`src/rtl/traffic_light_fsm.sv`:
```
// Intersection controller: sequences main/side lamps and the walk lamp from a
// tick-based state timer, driven by debounced walk-button and sensor levels.
module traffic_light_fsm #(
    parameter int TICK_CYCLES = 27000000,
    parameter int T_BASE      = 6,
    parameter int T_EXT       = 3,
    parameter int T_YEL       = 2
) (
    input  logic       clock,
    input  logic       reset,
    input  logic       walk_btn,
    input  logic       sensor,
    output logic [2:0] main_rgy,
    output logic [2:0] side_rgy,
    output logic       walk_light,
    output logic       walk_pending,
    output logic [2:0] state_out,
    output logic [7:0] ticks_left
);

    typedef enum logic [2:0] {
        MAIN_BASE = 3'd0,
        MAIN_EXT  = 3'd1,
        MAIN_YEL  = 3'd2,
        WALK      = 3'd3,
        SIDE_BASE = 3'd4,
        SIDE_EXT  = 3'd5,
        SIDE_YEL  = 3'd6
    } state_t;

    // Prescaler wide enough for the largest legal TICK_CYCLES (2^25-1).
    localparam int             PW         = 25;
    localparam logic [PW-1:0]  PRESC_MAX  = PW'(TICK_CYCLES - 1);
    localparam logic [PW-1:0]  PRESC_ONE  = PW'(1);
    localparam logic [7:0]     LOAD_BASE  = 8'(T_BASE - 1);
    localparam logic [7:0]     LOAD_EXT   = 8'(T_EXT - 1);
    localparam logic [7:0]     LOAD_YEL   = 8'(T_YEL - 1);

    localparam logic [2:0] LAMP_RED = 3'b100;
    localparam logic [2:0] LAMP_YEL = 3'b010;
    localparam logic [2:0] LAMP_GRN = 3'b001;

    state_t        state_q, state_d;
    logic [PW-1:0] presc_q, presc_d;
    logic [7:0]    tick_q, tick_d;
    logic          walk_prev_q, walk_prev_d;
    logic          walk_pending_q, walk_pending_d;

    logic wrap;
    logic expire;
    logic entering;
    logic walk_rise;

    function automatic logic [7:0] load_of(input state_t s);
        case (s)
            MAIN_BASE, SIDE_BASE:  load_of = LOAD_BASE;
            MAIN_EXT, SIDE_EXT,
            WALK:                  load_of = LOAD_EXT;
            MAIN_YEL, SIDE_YEL:    load_of = LOAD_YEL;
            default:               load_of = LOAD_BASE;
        endcase
    endfunction

    // NOTE: every always_comb output gets a default first so no path can hold
    // its old value, which would infer a latch.
    always_comb begin
        state_d        = state_q;
        presc_d        = presc_q;
        tick_d         = tick_q;
        walk_prev_d    = walk_btn;
        walk_pending_d = walk_pending_q;

        wrap      = (presc_q == PRESC_MAX);
        expire    = wrap && (tick_q == 8'd0);
        walk_rise = walk_btn && !walk_prev_q;

        case (state_q)
            MAIN_BASE: if (expire) state_d = sensor ? MAIN_EXT : MAIN_YEL;
            MAIN_EXT:  if (expire) state_d = MAIN_YEL;
            MAIN_YEL:  if (expire) state_d = walk_pending_q ? WALK : SIDE_BASE;
            WALK:      if (expire) state_d = SIDE_BASE;
            SIDE_BASE: if (expire) state_d = sensor ? SIDE_EXT : SIDE_YEL;
            SIDE_EXT:  if (expire) state_d = SIDE_YEL;
            SIDE_YEL:  if (expire) state_d = MAIN_BASE;
            default:   state_d = MAIN_BASE;
        endcase

        // Any change of state restarts the timer with the new state's length.
        entering = (state_d != state_q);
        if (entering) begin
            presc_d = '0;
            tick_d  = load_of(state_d);
        end else if (wrap) begin
            presc_d = '0;
            if (tick_q != 8'd0) tick_d = tick_q - 8'd1;
        end else begin
            presc_d = presc_q + PRESC_ONE;
        end

        // Entry into WALK wins over a coincident edge; edges inside WALK are lost.
        if (state_d == WALK && state_q != WALK) begin
            walk_pending_d = 1'b0;
        end else if (walk_rise && state_q != WALK) begin
            walk_pending_d = 1'b1;
        end
    end

    // NOTE: sequential state uses non-blocking assignments so every flop
    // samples the pre-edge values regardless of statement order.
    always_ff @(posedge clock) begin
        if (reset) begin
            state_q        <= MAIN_BASE;
            presc_q        <= '0;
            tick_q         <= LOAD_BASE;
            walk_prev_q    <= 1'b1;
            walk_pending_q <= 1'b0;
        end else begin
            state_q        <= state_d;
            presc_q        <= presc_d;
            tick_q         <= tick_d;
            walk_prev_q    <= walk_prev_d;
            walk_pending_q <= walk_pending_d;
        end
    end

    // Lamp decode is purely from the registered state, so it cannot glitch.
    always_comb begin
        main_rgy   = LAMP_RED;
        side_rgy   = LAMP_RED;
        walk_light = 1'b0;
        case (state_q)
            MAIN_BASE, MAIN_EXT:  main_rgy = LAMP_GRN;
            MAIN_YEL:             main_rgy = LAMP_YEL;
            WALK:                 walk_light = 1'b1;
            SIDE_BASE, SIDE_EXT:  side_rgy = LAMP_GRN;
            SIDE_YEL:             side_rgy = LAMP_YEL;
            default: begin
                main_rgy = LAMP_RED;
                side_rgy = LAMP_RED;
            end
        endcase
    end

    assign walk_pending = walk_pending_q;
    assign state_out    = state_q;
    assign ticks_left   = tick_q + 8'd1;

endmodule
```
`config.mk`:
```
export PLATFORM = sky130hd
export DESIGN_NAME = traffic_light_fsm
export DESIGN_NICKNAME = d
export VERILOG_FILES = /design/src/rtl/traffic_light_fsm.sv
export SDC_FILE = /design/constraint.sdc
export NUM_CORES = 1
export LEC_CHECK = 0
export BUFFER_PORTS_ARGS = -buffer_cell sky130_fd_sc_hd__buf_4
export CORE_MARGIN = 2
export CORE_UTILIZATION = 40
export DETAILED_ROUTE_END_ITERATION = 10
export PLACE_DENSITY_LB_ADDON = 0.1
export SYNTH_ARGS = -nofsm -noshare
export SYNTH_HDL_FRONTEND = slang
export SYNTH_SLANG_ARGS = --single-unit
```
`constraint.sdc`:
```
create_clock -name clock -period 3.3 [get_ports clock]
set_input_delay 0.33 -clock clock [delete_from_list [all_inputs] [get_ports clock]]
set_output_delay 0.33 -clock clock [all_outputs]
set_load 0.05 [all_outputs]
```
======== Word-level counts from Yosys, hierarchy flattened ========
Index checks and enable logic that the tools add are counted.
storage, ports and cells
  memories kept ........................... 0
  latch bits .............................. 0
  register bits ........................... 38
  output and inout bits ................... 19
  RAM bits ................................ 0
  word-level logic and storage cells ...... 57
  input port bits ......................... 4
  bits in read-only memories .............. 0
operators by class
  add/subtract/negate cells ............... 3
  order comparisons ....................... 0
  reductions and logical operators ........ 17
  multiply operators ...................... 0
  div/mod/pow operators ................... 0
  bitwise operators ....................... 0
  muxes and demuxes ....................... 18
  equality and inequality tests ........... 14
  shift-type cells ........................ 0
operators by type and width
  cell                                                                   count
  25-bit by 1-bit adder with 25-bit output, second input constant        1
  25-bit equality test, second input constant                            1
  3-bit two-way mux                                                      8
  8-bit two-way mux                                                      3
  3-bit case mux with 7 select lines                                     1
  3-bit case mux with 2 select lines                                     3
  3-bit equality test, second input constant                             5
  3-bit by 2-bit equality test with 1-bit output, second input constant  4
  8-bit by 1-bit adder with 8-bit output, second input constant          1
  8-bit logical NOT                                                      1
  8-bit nonzero test                                                     1
  2-bit OR reduction                                                     4
  8-bit by 1-bit subtractor with 8-bit output, second input constant     1
  3-bit by 1-bit equality test with 1-bit output, second input constant  2
  3-bit OR reduction                                                     2
  1-bit logical AND                                                      4
  2-bit two-way mux                                                      2
  2-bit nonzero test                                                     2
  3-bit logical NOT                                                      1
  3-bit by 2-bit != test with 1-bit output, second input constant        1
  3-bit != test                                                          1
  2-bit AND reduction                                                    1
  1-bit logical NOT                                                      1
  1-bit two-way mux                                                      1

======== Depth between registers and ports, before layout ========
Gate-level depths: netlist of the first run.
  depth in word-level cells ............... 8
  gate-level depth with buffers ........... 9
  gate-level depth less buffers ........... 6

======== Worst setup path after synthesis of the first run ========
OpenSTA, ideal clock, no wires.
  path kind ............................... register to register
  start point ............................. register presc_q[8]
  end point ............................... register state_q[0] (netlist: state_out[0])
  arrival ................................. 2.497 ns
  path buffers ............................ 2
  stages on the path, launching flop included .. 8
  required time ........................... 3.230 ns
  period minus slack after synthesis ...... 2.566 ns
  path slack .............................. 0.734 ns
  library setup time ...................... 0.070 ns
  cell sequence ........................... dfxtp_1 or4b_1 or4_1 buf_2 or3_1 buf_2 or4_1 a21oi_1
between the ends
  cells in the longest elaborated chain, start to end .. 4
  elaborated cells between the ends (all ways) .. 10
  classes of those cells .................. eq/ne (1); mux (8); reduce/logical (1)
RTL lines
  element                                          RTL line  source
  from (decl)                                      44        logic [PW-1:0] presc_q, presc_d;
  from (signal assigned)                           119       presc_q <= presc_d;
  25-bit equality test (*)                         73        wrap = (presc_q == PRESC_MAX);
  1-bit logical AND (*)                            74        expire = wrap && (tick_q == 8'd0);
  3-bit two-way mux, or another cell as far along  84        SIDE_YEL: if (expire) state_d = MAIN_BASE;
  3-bit case mux with 7 select lines (*)           77        case (state_q)
  to (signal assigned)                             118       state_q <= state_d;
  to (decl)                                        43        state_t state_q, state_d;
Every way passes the cells marked *; elsewhere a longest branch is shown, timed or not.
A chain may end at the register's enable or synchronous reset.

======== Final worst setup path of the first run ========
Ends and elaborated chain as after synthesis.

==> metrics.yaml, run 1 <==
fmaxAchievable_ghz: 0.367
critPathLaunchType: "register"
start_util_pct: 41.8
synth-seq-area-share_pct: 38.3
crit_required_ns: 3.53
post_cts_buffers: 0
holdPathEnd: "walk_prev_q"
met2_length_um: 1830
grt_pass1_wl_um: 7120
max_cap_violations: 0
synth_seq_cells: 38
numCtsBuffers: 5
layout_commonest_cell: "dfxtp_1"
worstRegToRegCells: 5
routed_via_density: 5.12
wire_per_inst_um: 12.7
grt_pass1_vias: 1578
final_max_slew_viol_count: 0
crit-reg2reg-launch: "presc_q[8]"
first_pass_iters: 4
syn-cell-area_sq_um: 1990
cts_root_buf: "clkbuf_8"
rsz0062_at_grt: "no"
cts_buffer_depth: 2
ys.flop_type: "dfxtp_1"
avgSynthCellArea_sq_um: 7.97
end_kind: "register"
hold_slack_ns: 0.232
die_y_um: 74.5
gp_congestion: 0.760
critPathMostFrequentCell: "or4_1"
irDropWorstVdd_mv: 0.263
critPathBufInv: 0
ios: 23
fin_util_pct: 49.2
cts_max_level: 2
min_path_cells: 2
worst_pin_slew_ns: 0.746
n_fill_cell: 494
die-area_sq_um: 5540
crit_fanout: 10
powerDensity_nw_per_um2: 422
grt_max_degree: 24
hold_path_class: "input pin to register"
top_layer: "met4"
finalNetCount: 274
portBuffers: 22
core_sq_um: 4750
synth_fp_nets: 257
critPathSlowestCell: "or4_1"
num_rows: 25
cp.arrival_ns: 2.95
leakagePower_nw: 0.891
slew_headroom_pct: 49.8
crit_chain: "or4b_1, or4_1, or3_1, or4_1, a21oi_1"
ys_warn_count: 0
setup_tns_ns: 0
holdBufCountCts: 0
reg2reg_to: "state_out[0]"
grt_antenna_before_repair: 0
grt_overflow: 0
finalHoldViolCount: 0
area_delta_synth_final_pct: 17.7
drive_gt1_share_pct: 13.1
r2r_slack_ns: 0.57
critPathTopFamily: "simple AND/OR/NAND/NOR gates"
clkLatencyLatePin_ns: 0.29
dp_hpwl_um: 2910
grtUsageTotal_pct: 16.9
crit_type: "register to register"
cts_tree: "done"
drc: 0
status: "completed"
wl_met3_um: 143
layout_common_cells: "dfxtp_1, nor2_1, buf_4"
diodes: 0
ys_types: 39
synth-edff-count: 0
wirelength_um: 4230
finalCritPeriodShare_pct: 82.6
hold_path_startpoint: "walk_btn"
ant_nets: 0
finalSetupViolCount: 0
num_vias: 1711
clk_pin_slew_worst_paths_ns: 0.08
cts_resized: 0
drt_iter0_drc: 111
startpoint: "presc_q[8]"
async_reset_ff_share_pct: 0
fin_worst_skew_ns: 0.00366
slowest_delay_ns: 0.60
die_w_um: 74.5
timing.final.crit_period_ns: 2.73
wl_met1_um: 2210
clkSinkCount: 38
netlist_instances: 249
layer usage:
layer	vias up	global-route usage [%]
li1	890	-
met4	0	5.36
met1	792	23.1
met3	4	6.23
met5	-	0
met2	25	24.8
final cells by class:
type	count	area [sq um]	area share [%]
Sequential cell	38	761	32.5
Inverter	8	30.0	1.28
Multi-Input combinational cell	189	1140	48.8
Clock buffer	6	82.6	3.53
Tap cell	67	83.8	3.59
Clock inverter	2	60.1	2.57
Timing Repair Buffer	24	180	7.71
state kept, by name, summed over array words and instances (netlist names):
signal / count
presc_q: 25
state_out: 3
tick_q: 8
walk_pending: 1
walk_prev_q: 1
kinds of logic after synthesis:
logic type | share of synthesized area (%)
buffers and inverters | 4.28
adder cells (fa/ha/maj) | 2.52
AO/OA/AOI/OAI | 9.58
multiplexers | 0.504
flip-flops | 38.3
AND/OR/NAND/NOR | 32.0
XOR/XNOR | 12.8
cells in the mapped netlist (2+ instances only):
library cell | n | area [sq um]
dfxtp_1 | 38 | 761
nor2_1 | 35 | 131
nand2_1 | 22 | 82.6
xor2_1 | 19 | 166
a21oi_1 | 16 | 80.1
nand3_1 | 15 | 75.1
clkbuf_1 | 12 | 45.0
xnor2_1 | 10 | 87.6
nand4_1 | 9 | 56.3
inv_1 | 8 | 30.0
and3_1 | 7 | 43.8
o21ai_0 | 7 | 35.0
ha_1 | 4 | 50.1
nor3_1 | 4 | 20.0
nor4_1 | 4 | 25.0
and2_1 | 3 | 18.8
and4_1 | 3 | 26.3
o21a_1 | 3 | 22.5
a31oi_1 | 2 | 12.5
and4b_1 | 2 | 20.0
buf_2 | 2 | 10.0
nand2b_1 | 2 | 12.5
nand3b_1 | 2 | 15.0
nor2b_1 | 2 | 12.5
nor3b_1 | 2 | 15.0
or3_1 | 2 | 12.5
or4_1 | 2 | 15.0
worst max-delay path by stage:
stage / endpoint / slack, ns / depth (start not counted)
4_1_cts: state_out[0] / 0.56 / 5
3_3_place_gp: state_out[0] / 0.65 / 5
6_report: state_out[0] / 0.57 / 5
5_1_grt: state_out[0] / 0.45 / 5
3_5_place_dp: state_out[0] / 0.59 / 5
2_1_floorplan: state_out[0] / 0.73 / 7
power breakdown:
group          switching [mW]  total, mW  leakage, nW  internal [mW]
Clock                   0.174      0.497       0.0714          0.323
Sequential            0.00341      0.466        0.307          0.462
Combinational          0.0148     0.0239        0.512        0.00911
Total                   0.192      0.986        0.891          0.794
worst reg2reg max path: cells and delay by family, from the launching register on:
kind / cells / cell delay [ns]
DFF: 1 / 0.34
and+or+nand+nor: 4 / 2.17
AOI/OAI and AO/OA: 1 / 0.15
through the flow:
stage               setup WS, ns  cell area, sq um  power, mW  instances
floorplan                  0.734              1990      0.491        249
global placement           0.651              2190      0.501        326
detailed placement         0.592              2190      0.501        326
CTS                        0.564              2340      0.998        334
global route               0.451              2340       1.02        334
finish                     0.575              2340      0.986        334
(Power assumes the default switching activity.)
==> inputs of run 2 (changes only) <==
==> constraint.sdc (replaced) <==
create_clock -name clock -period 2.7 [get_ports clock]
set_input_delay 0.27 -clock clock [delete_from_list [all_inputs] [get_ports clock]]
set_output_delay 0.27 -clock clock [all_outputs]
set_load 0.05 [all_outputs]
==> run 2 against run 1 <==
Sequential cell count unchanged; critical path depth is the same; final cell count up 1.2%; wire length shrank 1.7%; sequential power rose by 22%; first-iteration DRC count is 1.8% higher; global-route usage fell by 0.18 points; clock skew grew 0.0012 ns; fmax increased by 12%; clock power shrank 3%.
==> metrics.yaml, run 2 (synthesis gave the netlist of run 1 again) <==
multiInputGateArea_sq_um: 1140  # unchanged
ant_nets: 0  # unchanged
hold_slack_ns: 0.173  # was 0.232 ns
finalNetCount: 278  # was 274
clkPwrFrac_pct: 44.5  # was 50.4%
cts_buffer_depth: 2  # unchanged
critPathBufInv: 0  # unchanged
leakagePower_nw: 0.900  # was 0.891 nW
drt_iter0_drc: 113  # was 111
crit_fanout: 4  # was 10
gp_congestion: 0.793  # was 0.760
switching_power_mw: 0.233  # was 0.192 mW
slew_headroom_pct: 66.6  # was 49.8%
diodes: 0  # unchanged
largest_reg_flops: 25  # unchanged
grt_pass1_vias: 1555  # was 1578
p_seq_share_pct: 52.6  # was 47.2%
critPathLaunchType: "register"  # unchanged
finalHoldViolCount: 0  # unchanged
top_layer: "met4"  # unchanged
drive_gt1_share_pct: 14.4  # was 13.1%
crit_required_ns: 2.93  # was 3.53 ns
p_comb_share_pct: 2.9  # was 2.4%
met2_length_um: 1750  # was 1830 um
cts_resized: 0  # unchanged
end_kind: "register"  # unchanged
irDropWorstVdd_mv: 0.261  # was 0.263 mV
num_vias: 1694  # was 1711
cts_root_buf: "clkbuf_8"  # unchanged
powerDensity_nw_per_um2: 462  # was 422 nW/um^2
die_y_um: 74.5  # unchanged
regMostFlops: "presc_q"  # unchanged
swShare_pct: 21.5  # was 19.5%
final_max_slew_viol_count: 0  # unchanged
critPathTopFamily: "simple AND/OR/NAND/NOR gates"  # unchanged
grtUsageTotal_pct: 16.7  # was 16.9%
power_mw: 1.08  # was 0.986 mW
layout_common_cells: "dfxtp_1, nor2_1, buf_4"  # unchanged
grt_antenna_before_repair: 0  # unchanged
worst_pin_slew_ns: 0.496  # was 0.746 ns
rsz0062_at_grt: "no"  # unchanged
crit_type: "register to register"  # unchanged
wl_met3_um: 150  # was 143 um
wl_met1_um: 2200  # was 2210 um
timing.final.crit_period_ns: 2.44  # was 2.73 ns
clk_pin_slew_worst_paths_ns: 0.08  # about the same
status: "completed"  # unchanged
routed_via_density: 5.01  # was 5.12
fmaxAchievable_ghz: 0.410  # was 0.367 GHz
fin_util_pct: 49.3  # was 49.2%
p_int_mw: 0.850  # was 0.794 mW
first_pass_iters: 4  # unchanged
start_util_pct: 41.8  # unchanged
slowest_delay_ns: 0.51  # was 0.60 ns
finalCritPeriodShare_pct: 90.3  # was 82.6%
die-area_sq_um: 5540  # unchanged
drc: 0  # unchanged
layout_commonest_cell: "dfxtp_1"  # unchanged
area_delta_synth_final_pct: 18.1  # was 17.7%
max_cap_violations: 0  # unchanged
setup_tns_ns: 0  # unchanged
holdBufCountCts: 0  # unchanged
fin_worst_skew_ns: 0.00491  # was 0.00366 ns
cts_max_level: 2  # unchanged
post_cts_buffers: 0  # unchanged
clkSinkCount: 38  # unchanged
cts_tree: "done"  # unchanged
ios: 23  # unchanged
clkLatencyLatePin_ns: 0.29  # about the same
crit_chain: "or4b_1, or4_1, or3_1, or4_1, a21oi_1"  # unchanged
grt_overflow: 0  # unchanged
wire_per_inst_um: 12.3  # was 12.7 um
finalSetupViolCount: 0  # unchanged
hold_path_class: "input pin to register"  # unchanged
dpl_cell_area_sq_um: 2240  # was 2190 sq um
finish.instance_area_sq_um: 2350  # was 2340 sq um
critPathMostFrequentCell: "or4_1"  # unchanged
cp.arrival_ns: 2.67  # was 2.95 ns
dp_hpwl_um: 3010  # was 2910 um
die_w_um: 74.5  # unchanged
n_fill_cell: 500  # was 494
grt_max_degree: 24  # unchanged
portBuffers: 22  # unchanged
num_rows: 25  # unchanged
core_sq_um: 4750  # unchanged
wirelength_um: 4160  # was 4230 um
grt_pass1_wl_um: 7100  # was 7120 um
critPathSlowestCell: "or4b_1"  # was or4_1
numCtsBuffers: 5  # unchanged
ff_latch_area_sq_um: 761  # unchanged
[run 2: final timing paths]
path | from | end | slack, ns | cells past startpoint
worst max-delay path | presc_q[8] | state_out[0] | 0.26 | 5
worst min-delay path | walk_btn | walk_prev_q | 0.17 | 2
worst max register to register | presc_q[8] | state_out[0] | 0.26 | 5
worst min register to register | presc_q[0] | presc_q[0] | 0.47 | 1
[run 2: stage by stage]
stage	setup slack [ns]	instances
2_1_floorplan	0.134	249
3_3_place_gp	0.297	330
3_5_place_dp	0.253	330
4_1_cts	0.238	338
5_1_grt	0.159	338
6_report	0.261	338
[run 2: final cells by class]
type                       instances  share of cell area [%]
multi-input combinational        189                    48.6
clock buffer                       5                    2.93
sequential                        38                    32.4
timing repair buffer              28                    9.49
tap                               67                    3.57
clock inverter                     3                    1.71
inverter                           8                    1.28
[run 2: routing by layer]
| metal | up-vias | GRT usage (%) |
|---|---|---|
| li1 | 894 | - |
| met1 | 773 | 24.2 |
| met2 | 22 | 23.8 |
| met3 | 5 | 4.07 |
| met4 | 0 | 6.75 |
| met5 | - | 0 |
[run 2: power groups by stage]
stage | registers [mW] | logic, mW | clock network (mW)
floorplan | 0.585 | 0.0153 | 0
global placement | 0.583 | 0.0321 | 0
detailed placement | 0.583 | 0.0318 | 0
CTS | 0.569 | 0.0323 | 0.492
global route | 0.570 | 0.0348 | 0.511
finish | 0.569 | 0.0317 | 0.482
[run 2: worst register-to-register path, stage by stage (launching register included)]
cell and delay (ns):
dfxtp_1 0.34, or4b_1 0.51, or4_1 0.50, or3_1 0.40, or4_1 0.48, a21oi_1 0.14
==> inputs of run 3 (changes only) <==
--- a/config.mk
+++ b/config.mk
@@ -7,9 +7,10 @@
 export LEC_CHECK = 0
 export BUFFER_PORTS_ARGS = -buffer_cell sky130_fd_sc_hd__buf_4
 export CORE_MARGIN = 2
-export CORE_UTILIZATION = 40
+export CORE_UTILIZATION = 57
 export DETAILED_ROUTE_END_ITERATION = 10
 export PLACE_DENSITY_LB_ADDON = 0.1
+export SETUP_SLACK_MARGIN = 0.02
 export SYNTH_ARGS = -nofsm -noshare
 export SYNTH_HDL_FRONTEND = slang
 export SYNTH_SLANG_ARGS = --single-unit
==> run 3 against run 2 <==
Setup slack better by 0.0058 ns; non-clock buffer count is 1 higher; fmax is 0.24% higher; final area is 0.69% lower; first-iteration DRC count is 42% lower; clock power is 6.2% higher; critical endpoint unchanged; largest power group unchanged.
==> metrics.yaml, run 3 (synthesis gave the netlist of run 1 again) <==
status: "completed"  # unchanged
finish.instance_area_sq_um: 2330  # was 2350 sq um
fin_worst_skew_ns: 0.00381  # was 0.00491 ns
routed_via_density: 5.49  # was 5.01
placedCellCount: 310  # was 330
start_util_pct: 59.5  # was 41.8%
finalNetCount: 279  # was 278
diodes: 0  # unchanged
cts_max_level: 2  # unchanged
p_int_mw: 0.893  # was 0.850 mW
place_ws_ns: 0.313  # was 0.253 ns
wirelength_um: 4120  # was 4160 um
regMostFlops: "presc_q"  # unchanged
wl_met3_um: 219  # was 150 um
worst_pin_slew_ns: 0.565  # was 0.496 ns
layout_commonest_cell: "dfxtp_1"  # unchanged
hold_path_startpoint: "walk_btn"  # unchanged
startpoint: "presc_q[8]"  # unchanged
drt_iter0_drc: 66  # was 113
clkSinkCount: 38  # unchanged
top_layer: "met4"  # unchanged
holdBufCountCts: 0  # unchanged
clkPwrFrac_pct: 45.9  # was 44.5%
setup_tns_ns: 0  # unchanged
wire_per_inst_um: 13.0  # was 12.3 um
p_seq_share_pct: 51.1  # was 52.6%
grt_overflow: 0  # unchanged
cts_buffer_depth: 2  # unchanged
hold_slack_ns: 0.103  # was 0.173 ns
clkLatencyLatePin_ns: 0.35  # was 0.29 ns
fin_util_pct: 69.8  # was 49.3%
cts_resized: 0  # unchanged
numCtsBuffers: 5  # unchanged
final_cells: 318  # was 338
p_comb_share_pct: 2.9  # about the same
leakagePower_nw: 0.904  # was 0.900 nW
setup_slack_ns: 0.267  # was 0.261 ns
end_kind: "register"  # unchanged
first_pass_iters: 4  # unchanged
die_y_um: 63.0  # was 74.5 um
num_vias: 1747  # was 1694
grt_pass1_vias: 1633  # was 1555
dp_hpwl_um: 2950  # was 3010 um
gp_congestion: 0.787  # was 0.793
grt_antenna_before_repair: 0  # unchanged
finalCritPeriodShare_pct: 90.1  # was 90.3%
rsz0062_at_grt: "no"  # unchanged
grtUsageTotal_pct: 22.5  # was 16.7%
cts_tree: "done"  # unchanged
power_mw: 1.12  # was 1.08 mW
num_rows: 21  # was 25
timing.final.crit_period_ns: 2.43  # was 2.44 ns
crit_type: "register to register"  # unchanged
finalHoldViolCount: 0  # unchanged
powerDensity_nw_per_um2: 479  # was 462 nW/um^2
dpl_cell_area_sq_um: 2220  # was 2240 sq um
area_delta_synth_final_pct: 17.3  # was 18.1%
post_cts_buffers: 0  # unchanged
critPathLaunchType: "register"  # unchanged
final_max_slew_viol_count: 0  # unchanged
fmaxAchievable_ghz: 0.411  # was 0.410 GHz
cts_root_buf: "clkbuf_4"  # was clkbuf_8
largest_reg_flops: 25  # unchanged
irDropWorstVdd_mv: 0.286  # was 0.261 mV
die-area_sq_um: 3970  # was 5540 sq um
drive_gt1_share_pct: 14.7  # was 14.4%
portBuffers: 22  # unchanged
grt_pass1_wl_um: 7050  # was 7100 um
die_w_um: 63.0  # was 74.5 um
hold_path_class: "input pin to register"  # unchanged
met2_length_um: 1840  # was 1750 um
switching_power_mw: 0.222  # was 0.233 mW
drc: 0  # unchanged
ant_nets: 0  # unchanged
ios: 23  # unchanged
clk_pin_slew_worst_paths_ns: 0.12  # was 0.08 ns
crit-reg2reg-launch: "presc_q[8]"  # unchanged
max_cap_violations: 0  # unchanged
crit_required_ns: 3.00  # was 2.93 ns
layout_common_cells: "dfxtp_1, nor2_1, buf_4"  # unchanged
swShare_pct: 19.9  # was 21.5%
slew_headroom_pct: 62.0  # was 66.6%
core_sq_um: 3340  # was 4750 sq um
wl_met1_um: 2000  # was 2200 um
crit_fanout: 4  # unchanged
grt_max_degree: 24  # unchanged
cp.arrival_ns: 2.73  # was 2.67 ns
finalSetupViolCount: 0  # unchanged
-- run 3: changes by cell type in the layout (fill, tap and decap cells not counted), sizes merged --
cell,previous run,this run
buf,28,29
bufinv,1,2
clkbuf,5,6
clkinv,2,0
-- run 3: path summary, 6_finish.rpt --
kind | to | slack [ns] | cells past startpoint
worst min-delay path | walk_prev_q | 0.10 | 2
worst max register to register | state_out[0] | 0.27 | 5
worst min register to register | presc_q[0] | 0.48 | 1
worst max-delay path | state_out[0] | 0.27 | 5
-- run 3: power groups by stage --
stage	clock [mW]	sequential [mW]	combinational (mW)
floorplan	0	0.585	0.0153
global placement	0	0.583	0.0311
detailed placement	0	0.583	0.0323
CTS	0.522	0.570	0.0327
global route	0.548	0.571	0.0353
finish	0.512	0.570	0.0324
-- run 3: final cells by class --
cell class / count / area, sq um
clock inverter: 2 / 60.1
inverter: 8 / 30.0
fill: 288 / 1010
tap: 46 / 57.6
multi-input combinational: 189 / 1140
sequential: 38 / 761
clock buffer: 6 / 51.3
timing repair buffer: 29 / 230
-- run 3: routing by layer --
metal  global-route usage [%]  up-vias
li1                         -      901
met1                     28.7      797
met2                     35.4       42
met3                     6.31        7
met4                     9.72        0
met5                        0        -
-- run 3: worst max-delay path: stages, from the launching register on --
cell and delay (ns):
dfxtp_1 0.36, or4b_1 0.50, or4_1 0.50, or3_1 0.40, or4_1 0.47, a21oi_1 0.15
